File: config.mk
export PLATFORM = sky130hd
export DESIGN_NAME = title_sequence_controller
export DESIGN_NICKNAME = d
export VERILOG_FILES = /design/src/rtl/title_sequence_controller.sv
export SDC_FILE = /design/constraint.sdc
export NUM_CORES = 1
export LEC_CHECK = 0
export CORE_ASPECT_RATIO = 0.7
export CORE_MARGIN = 3
export CORE_UTILIZATION = 63
export CTS_CLUSTER_SIZE = 40
export DETAILED_ROUTE_END_ITERATION = 7
export DONT_BUFFER_PORTS = 1
export GPL_ROUTABILITY_DRIVEN = 0
export GPL_TIMING_DRIVEN = 0
export PLACE_DENSITY = 0.79
export SYNTH_ARGS = -nofsm -noshare
export SYNTH_HDL_FRONTEND = slang
export SYNTH_SLANG_ARGS = --single-unit
File: constraint.sdc
create_clock -name clk -period 2.7 [get_ports clk]
set_input_delay 0.54 -clock clk [delete_from_list [all_inputs] [get_ports clk]]
set_output_delay 0.54 -clock clk [all_outputs]
set_load 0.005 [all_outputs]
File: src/rtl/title_sequence_controller.sv
// Sequences the full-screen titles: each one scrolls up from the bottom edge,
// holds centred, blinks, then hands over to the next title in the list.
//
// state  | meaning
// IDLE   | waiting for startReq; title hidden
// SCROLL | moving topLeftY up by SCROLL_STEP per frame tick
// HOLD   | parked at HOLD_Y for HOLD_FRAMES ticks
// BLINK  | toggling titleEnable every BLINK_PERIOD ticks
module title_sequence_controller #(
  parameter int SCREEN_H      = 480,
  parameter int X_POS         = 288,
  parameter int HOLD_Y        = 232,
  parameter int SCROLL_STEP   = 2,
  parameter int HOLD_FRAMES   = 120,
  parameter int BLINK_PERIOD  = 16,
  parameter int BLINK_TOGGLES = 6,
  parameter int NUM_TITLES    = 3
) (
  input  logic        clk,
  input  logic        resetN,
  input  logic        startOfFrame,
  input  logic        startReq,
  input  logic        skipReq,
  output logic [1:0]  titleSel,
  output logic [10:0] topLeftX,
  output logic [10:0] topLeftY,
  output logic        titleEnable,
  output logic        busy,
  output logic        done
);

  typedef enum logic [1:0] {IDLE, SCROLL, HOLD, BLINK} state_t;

  localparam int CNT_MAX = (HOLD_FRAMES > BLINK_PERIOD) ? HOLD_FRAMES : BLINK_PERIOD;
  localparam int CNT_W   = $clog2(CNT_MAX + 1);
  localparam int TGL_W   = $clog2(BLINK_TOGGLES + 1);

  localparam logic [10:0]      Y_START    = 11'(SCREEN_H);
  localparam logic [10:0]      Y_HOLD     = 11'(HOLD_Y);
  localparam logic [10:0]      Y_STEP     = 11'(SCROLL_STEP);
  localparam logic [10:0]      Y_LAND     = 11'(HOLD_Y + SCROLL_STEP);
  localparam logic [10:0]      X_CONST    = 11'(X_POS);
  localparam logic [1:0]       LAST_SEL   = 2'(NUM_TITLES - 1);
  localparam logic [CNT_W-1:0] HOLD_LOAD  = CNT_W'(HOLD_FRAMES - 1);
  localparam logic [CNT_W-1:0] BLINK_LOAD = CNT_W'(BLINK_PERIOD - 1);
  localparam logic [TGL_W-1:0] TGL_LOAD   = TGL_W'(BLINK_TOGGLES);

  state_t           state;
  logic [CNT_W-1:0] frame_cnt;
  logic [TGL_W-1:0] toggles_left;

  logic frame_tc;
  logic last_toggle;
  logic advance;
  logic is_last;

  always_comb begin
    frame_tc    = startOfFrame && (frame_cnt == '0);
    last_toggle = (state == BLINK) && frame_tc && (toggles_left == TGL_W'(1));
    advance     = (((state == HOLD) || (state == BLINK)) && skipReq) || last_toggle;
    is_last     = (titleSel == LAST_SEL);
  end

  always_ff @(posedge clk or negedge resetN) begin
    if (!resetN) begin
      state        <= IDLE;
      titleSel     <= 2'd0;
      topLeftX     <= X_CONST;
      topLeftY     <= Y_START;
      titleEnable  <= 1'b0;
      busy         <= 1'b0;
      done         <= 1'b0;
      frame_cnt    <= '0;
      toggles_left <= '0;
    end else begin
      topLeftX <= X_CONST;
      done     <= 1'b0;
      if (advance) begin
        frame_cnt    <= '0;
        toggles_left <= '0;
        if (is_last) begin
          state       <= IDLE;
          titleEnable <= 1'b0;
          busy        <= 1'b0;
          done        <= 1'b1;
        end else begin
          state       <= SCROLL;
          titleSel    <= titleSel + 2'd1;
          topLeftY    <= Y_START;
          titleEnable <= 1'b1;
        end
      end else begin
        case (state)
          IDLE: begin
            if (startReq) begin
              state        <= SCROLL;
              titleSel     <= 2'd0;
              topLeftY     <= Y_START;
              titleEnable  <= 1'b1;
              busy         <= 1'b1;
              frame_cnt    <= '0;
              toggles_left <= '0;
            end
          end
          SCROLL: begin
            if (skipReq) begin
              topLeftY  <= Y_HOLD;
              frame_cnt <= HOLD_LOAD;
              state     <= HOLD;
            end else if (startOfFrame) begin
              // land on HOLD_Y on the step that reaches it; never subtract past it
              if (topLeftY <= Y_LAND) begin
                topLeftY  <= Y_HOLD;
                frame_cnt <= HOLD_LOAD;
                state     <= HOLD;
              end else begin
                topLeftY <= topLeftY - Y_STEP;
              end
            end
          end
          HOLD: begin
            if (frame_tc) begin
              frame_cnt    <= BLINK_LOAD;
              toggles_left <= TGL_LOAD;
              state        <= BLINK;
            end else if (startOfFrame) begin
              frame_cnt <= frame_cnt - 1'b1;
            end
          end
          BLINK: begin
            if (frame_tc) begin
              frame_cnt    <= BLINK_LOAD;
              titleEnable  <= ~titleEnable;
              toggles_left <= toggles_left - 1'b1;
            end else if (startOfFrame) begin
              frame_cnt <= frame_cnt - 1'b1;
            end
          end
          default: state <= IDLE;
        endcase
      end
    end
  end

endmodule
After elaboration in Yosys (flattened, before gate mapping)
Index checks and enable logic that the tools add are counted. Widths: inputs -> output; s select.

Flip-flop bits (word level): 28. Input port bits: 5. Output and inout port bits: 27.

Add/sub/neg operators: 4. $lt $le $gt $ge: 1. Equal/unequal tests: 13. Mux-type cells: 42. Bitwise gates (word level): 1. Reduce and logical (&&, ||, !) cells: 22.

Operators with widths (count): $mux 11 (6); $mux 7 (7); $pmux 11 s2 (1); $pmux 7 s3 (1); $mux 2 (10); $mux 3 (4); $reduce_and 4->1 (3); $le 11x8->1 const B (1); $sub 11x2->11 const B (1); $mux 1 (10); $ne 3x3->1 const B (3); $pmux 3 s3 (1); $reduce_and 3->1 (3); $ne 4x4->1 const B (2); $reduce_bool 4->1 (2); $logic_not 7->1 (1); $sub 7x1->7 const B (1); $eq 2x2->1 const B (3); $pmux 2 s3 (1); $reduce_bool 3->1 (2); $reduce_and 5->1 (1); $logic_and 1x1->1 (4); $ne 4x1->1 const B (1); $reduce_bool 2->1 (2); other kinds (11) (12).

Longest topological paths before layout
Gate-level depths: netlist (run 1).

Depth after elaboration: 7. Mapped depth: 9. Depth with buffers taken out: 8.

Least setup slack after synthesis (run 1)
Ideal clock, no wire load.

Path kind: register -> register. From: reg state[1]. To: reg state[0]. Setup time: 0.125 ns. Arrival: 2.287 ns. Data required time: 2.575 ns. Slack: 0.288 ns. Cell stages (with the launch flop): 9. Path buffers: 2. Period minus slack after synthesis: 2.412 ns. Cell sequence: dfrtp_1 > ha_1 > clkbuf_1 > nand3b_1 > or3_4 > and3_1 > buf_2 > nor3_4 > mux2_2.

Cells in the longest elaborated chain, start to end: 6. Elaborated cells on any way between the ends: 17.

RTL lines: from (decl) (RTL line 48) `state_t state;`; from (signal assigned) (RTL line 66) `state <= IDLE;`; from (signal assigned) (RTL line 82) `state <= IDLE;`; from (signal assigned) (RTL line 87) `state <= SCROLL;`; $eq 2x2->1, on equally long branches (RTL line 60, 93, 59); $logic_or 1x1->1 or $logic_and 1x1->1 (tied branches) (RTL line 60, 59); $logic_and 1x1->1, on equally long branches (RTL line 60, 59); $logic_or 1x1->1 (RTL line 60) `advance = (((state == HOLD) || (state == BLINK)) && skipReq) || last_toggle;`; $ne 4x4->1 (no line) (tied with other cells); $reduce_and 5->1 (no line).

Several ways; a longest one is shown, not always the timed one. A chain may end at the register's enable or synchronous reset.

Worst setup path after layout (run 1)
From: reg frame_cnt[3]. To: reg frame_cnt[6].

Cells in the longest elaborated chain, start to end: 7. Elaborated cells on any way between the ends: 15.

RTL lines: from (decl) (RTL line 49) `logic [CNT_W-1:0] frame_cnt;`; from (signal assigned) (RTL line 127) `frame_cnt <= frame_cnt - 1'b1;`; from (signal assigned) (RTL line 136) `frame_cnt <= frame_cnt - 1'b1;`; branches (longest 7 deep; another with $sub 7x1->7).

Several ways; the timed one is not identified. The select of a mux whose other input is x is not followed.

==> results of run 1 <==
## metal layers
layer / vias to the layer above / GRT usage
met3: 8 / 0.0772
met5: - / 0
met2: 101 / 0.378
li1: 765 / -
met1: 751 / 0.359
met4: 0 / 0.0688
## worst max-delay path, delay by kind of cell (launching register included)
| family | cells | cell delay, ns |
|---|---|---|
| AO/OA/AOI/OAI | 2 | 0.70 |
| AND/OR/NAND/NOR | 2 | 0.63 |
| multiplexers | 1 | 0.35 |
| buffers and inverters | 2 | 0.38 |
| flip-flops | 1 | 0.44 |
## placed cells by master (no fill, tap or decap), types with 4 or more instances in the layout
master    instances
dfrtp_1          23
nand2_1          19
a21oi_1          15
inv_1            14
buf_4            14
conb_1           12
o21ai_0          11
ha_1             10
nor2_1            9
nor3_1            9
o31ai_1           6
nand3_1           5
buf_2             4
o21ai_1           4
nand2b_1          4
a31oi_1           4
o22a_1            4
dfstp_2           4
## stage by stage
stage / hold slack (ns) / util / total power (uW) / worst slack [ns]
after floorplan: 0.244 / - / 1810 / 0.288
after detailed placement: 0.245 / 0.739 / 2130 / -0.184
after global placement: 0.245 / 0.739 / 2040 / -0.0533
after CTS: 0.0903 / 0.759 / 2370 / 0.0460
after global routing: 0.0780 / 0.765 / 2630 / -0.0671
final: 0.0875 / 0.765 / 2430 / 0.0796
## logic make-up after synthesis
family / count (synthesis) / synth area share
simple gates: 72 / 0.215
compound gates: 60 / 0.219
buf+inv: 33 / 0.0968
flops: 27 / 0.363
fa+ha+maj: 11 / 0.0734
mux: 5 / 0.0287
other cells: 2 / 0.00401
## cell type report
type                       count  area [um^2]  area share
timing repair buffer           3         25.0      0.0124
multi-input combinational    160         1050       0.521
buffer                        18          125      0.0618
tap                           34         42.5      0.0210
sequential                    27          681       0.336
inverter                      14         52.6      0.0259
clock buffer                   4         45.0      0.0222
## flip-flops by register name, summed over array words and instances (netlist names)
signal,cells
toggles_left,3
titleSel,2
busy,1
state,2
topLeftY,10
frame_cnt,7
titleEnable,1
done,1
## timing repair
action / 4_1_cts / 5_1_grt
setup endpoints to repair: 9 / 6
pin swaps: 0 / 1
resized for setup: 2 / 2
endpoints found under the hold margin: 23 / 0
gates cloned: 0 / 0
buffers inserted: 0 / 2
hold buffers: 1 / 0
## report_power, final
| group | total (uW) | leakage (uW) | internal, uW | switching [uW] |
|---|---|---|---|---|
| registers | 769 | 0.000329 | 576 | 194 |
| clock network | 236 | 0.0000228 | 106 | 130 |
| logic | 1420 | 0.000575 | 613 | 809 |
## how the worst max path moves through the flow
stage / from / cells after the start / slack, ns / endpoint
6_report: frame_cnt[3] / 7 / 0.08 / frame_cnt[6]
5_1_grt: state[0] / 8 / -0.07 / frame_cnt[4]
4_1_cts: state[1] / 7 / 0.05 / frame_cnt[6]
3_5_place_dp: state[1] / 8 / -0.18 / frame_cnt[6]
3_3_place_gp: state[1] / 8 / -0.05 / frame_cnt[6]
2_1_floorplan: state[1] / 8 / 0.29 / state[0]
==> results.ini, run 1 <==
[final_layout]
antenna_cells=0
finalInstanceArea_um2=2030
final.fill_count=205
final_net_count=243
syn_to_final_growth_pct=8.08
layout.cells.non_filler=260
drive_gt1_frac=0.195

[synth]
async_flop_share=1.00
synth_commonest_cells=dfrtp_1 (23), nand2_1 (19), a21oi_1 (15)
synth.avg_cell_area_um2=8.93
synth_area_leaders=dfrtp_1 (31%), ha_1 (7.3%), dfstp_2 (5.6%)
yosys.area.top_type=dfrtp_1
ys_ff_latch=27
synth_ff_type=dfrtp_1
synth_edf_count=0
syn_inst=210
seq_area_frac_synth=0.363
ys_types=51
synth_top_cell_area_share=0.307
synth.most_common_cell=dfrtp_1
netlist_area_um2=1870
yosysWarningCount=0

[routing]
vias_per_cell=6.25
vias=1625
first_pass_iters=5
met3WireLength_um=488
wl_met1_um=2000
ant_nets=0
finalWirelength_um=4340
met2WireLength_um=1800
highest_layer=met4
drcViolationCount=0
wire_per_inst_um=16.7
drt_first_iter_violations=128

[global_route]
grt_usage=0.254
grt.overflow.total=0
grt_start_max_net_pins=24
grt_pass1_wl_um=7250
grt_pass1_vias=1467
antenna_found_initial=0

[pwr]
max-vdd-ir-drop_uv=687
powerDensity_nw_per_um2=1200
power_leakage_uw=0.000927

[timing]
maxSlewHeadroom=0.323
fmax_ghz=0.382
grt_setup_unrepaired=true
fin_worst_skew_ns=0.00798
drv_slew=0
tightest_slew_ns=1.01
finalSetupTns_ns=0
post-route-period-util=0.971
period_needed_ns=2.62
hold_viol=0
final-setup-viol-count=0

[floorplan]
die_area_um2=3680
core_um2=2650
rows=15
die_w_um=71.2
die_height_um=51.6
ioPinCount=32
floorplan.initialDensity=0.708

[clocking]
numCtsBuffers=3
cts_tree=yes
cts-htree-levels=1
cts.sinks=27
insertion_delay_ns=0.28
root_buffer=clkbuf_8
cts.clk_slew.worst_paths_ns=0.10
cts_buffer_depth=2

[place]
hpwlAfterDp_um=3280
place_area_um2=1950
port_buffers=0
dp.cells=254

[status]
status=finished, final reports clean

[worst_setup_path]
criticalPathCategory=register to register
reg2reg_from=frame_cnt[3]
required_ns=2.86
r2r-end=frame_cnt[6]
crit_arrival_ns=2.78
crit_path_top_delay_cell=or4_1
crit_chain=or4_1, buf_2, o31ai_4, nor3b_2, a311oi_2, buf_6, mux2_2
setup.worst_path.start_class=register
cpPeakStageDelay_ns=0.52
crit_fanout=10
reg2reg_depth=7
regToRegSetupSlack_ns=0.08
cp-end-kind=register

[hold_path]
hold_class=primary input to async pin

[flow_run]
maxCapViolCount=0

(Power assumes the default switching activity.)
==> inputs of run 2 (changes only) <==
Settings changed: CELL_PAD_IN_SITES_DETAIL_PLACEMENT set to 1, CELL_PAD_IN_SITES_GLOBAL_PLACEMENT set to 2, CORE_UTILIZATION 63 to 38, PLACE_DENSITY 0.79 to unset, PLACE_DENSITY_LB_ADDON set to 0.1.
==> run 2 against run 1 <==
Compared with the run above: clock skew down 0.0046 ns; via count down 1.8%; first-iteration DRC count down 23%; sequential share of layout area down 0.95 points; critical path type unchanged.
==> results.ini, run 2 (synthesis gave the netlist of run 1 again) <==
[floorplan]
die_height_um=64.8  ; +25%
ioPinCount=32  ; unchanged
core_um2=4550  ; +72%
floorplan.initialDensity=0.412  ; -0.297
die_w_um=89.9  ; +26%
rows=20  ; +5
die_area_um2=5820  ; +58%

[global_route]
grt_start_max_net_pins=24  ; unchanged
grt_pass1_vias=1638  ; +12%
grt_usage=0.182  ; -0.0722
grt.overflow.total=0  ; unchanged
grt_pass1_wl_um=8520  ; +18%
antenna_found_initial=0  ; unchanged

[timing]
hold_viol=0  ; unchanged
tightest_slew_ns=0.515  ; -0.497 ns
final-setup-viol-count=0  ; unchanged
drv_slew=0  ; unchanged
fin_worst_skew_ns=0.00339  ; -0.00458 ns
fin_hold_ws_ns=0.0612  ; -0.0263 ns
finalSetupTns_ns=0  ; unchanged
fmax_ghz=0.380  ; -0.32%
period_needed_ns=2.63  ; +0.00831 ns
maxSlewHeadroom=0.654  ; +0.331
grt_setup_unrepaired=true
post-route-period-util=0.974  ; +0.00308

[final_layout]
largest_reg_flops=10  ; unchanged
finalInstanceArea_um2=2080  ; +2.9%
final_net_count=242  ; -0.41%
syn_to_final_growth_pct=11.2
final.fill_count=547  ; +170%
antenna_cells=0  ; unchanged
final_common_cell=dfrtp_1
largest_register=topLeftY
post-route-util=0.458  ; -0.308
layout_common_cells=dfrtp_1 (23), nand2_1 (19), a21oi_1 (15)
drive_gt1_frac=0.209  ; +0.0142
largest_registers=topLeftY (10), frame_cnt (7), toggles_left (3)

[clocking]
cts-htree-levels=1  ; unchanged
cts.clk_slew.worst_paths_ns=0.10  ; about the same
insertion_delay_ns=0.28  ; about the same
cts_tree=yes
numCtsBuffers=3  ; unchanged
root_buffer=clkbuf_8
cts.sinks=27  ; unchanged
cts_buffer_depth=2  ; unchanged

[pwr]
power_leakage_uw=0.000935  ; +0.86%
powerDensity_nw_per_um2=1180  ; -1.4%
max-vdd-ir-drop_uv=459  ; -33%

[routing]
vias_per_cell=5.48  ; -12%
drcViolationCount=0  ; unchanged
vias=1595  ; -1.8%
wire_per_inst_um=17.0  ; +2.1%
ant_nets=0  ; unchanged
drt_first_iter_violations=99  ; -23%
first_pass_iters=4  ; -1
finalWirelength_um=4950  ; +14%

[worst_setup_path]
required_ns=2.87  ; about the same
cp-end-kind=register
setup.worst_path.start_class=register
reg2reg_depth=7  ; unchanged
criticalPathCategory=register to register
crit_fanout=7  ; -3
crit_arrival_ns=2.80  ; +0.02 ns

[place]
hpwlAfterDp_um=3840  ; +17%
port_buffers=0  ; unchanged
place_area_um2=1990  ; +2.0%

[flow_run]
maxCapViolCount=0  ; unchanged

[status]
status=finished, final reports clean

[hold_path]
hold_class=primary input to async pin

[run 2: cell type report]
cell class,count,area [um^2],area share
multi-input combinational,160,1070,0.513
sequential,27,681,0.327
buffer,18,126,0.0606
tap,66,82.6,0.0396
inverter,14,52.6,0.0252
clock buffer,3,41.3,0.0198
timing repair buffer,2,27.5,0.0132
clock inverter,1,5.00,0.00240
[run 2: power by group]
part           switching, uW  internal (uW)  leakage (uW)
clock                    135            104     0.0000255
sequential               202            575      0.000329
combinational            829            618      0.000580
total                   1170           1300      0.000935
[run 2: layer usage]
metal,vias to the layer above,global-route usage,share of wire
met3,4,0.0510,0.045
met2,28,0.271,0.41
li1,760,-,-
met1,803,0.272,0.54
met5,-,0,0
met4,0,0.0172,0.0034
[run 2: worst max-delay path, stage by stage (launching register included)]
cell	delay [ns]
dfrtp_1	0.44
or4_1	0.53
buf_2	0.19
or3_4	0.39
and3_1	0.17
buf_2	0.18
nor3_4	0.27
mux2_2	0.37
[run 2: per-stage QoR]
step	std cells	total power, uW	worst slack [ns]
floorplan	220	1810	0.288
global placement	286	2090	-0.230
detailed placement	286	2190	-0.349
CTS	291	2450	0.0178
global route	291	2710	-0.0136
finish	291	2460	0.0713
[run 2: final timing paths]
check                           slack [ns]            start               to
worst max-delay path                  0.07     frame_cnt[3]         state[0]
worst min-delay path                  0.06           resetN      topLeftY[4]
worst max register to register        0.07     frame_cnt[3]         state[0]
worst min register to register        0.50  toggles_left[1]  toggles_left[1]
max in group asynchronous             2.50           resetN     frame_cnt[4]
min in group clk                      0.43         startReq             busy
[run 2: repair_timing]
item | CTS | global route
hold buffers | 1 | 0
endpoints found under the setup margin | 21 | 9
resized for setup | 3 | 5
endpoints found under the hold margin | 23 | 0
pin swaps | 1 | 0
setup buffers | 1 | 0
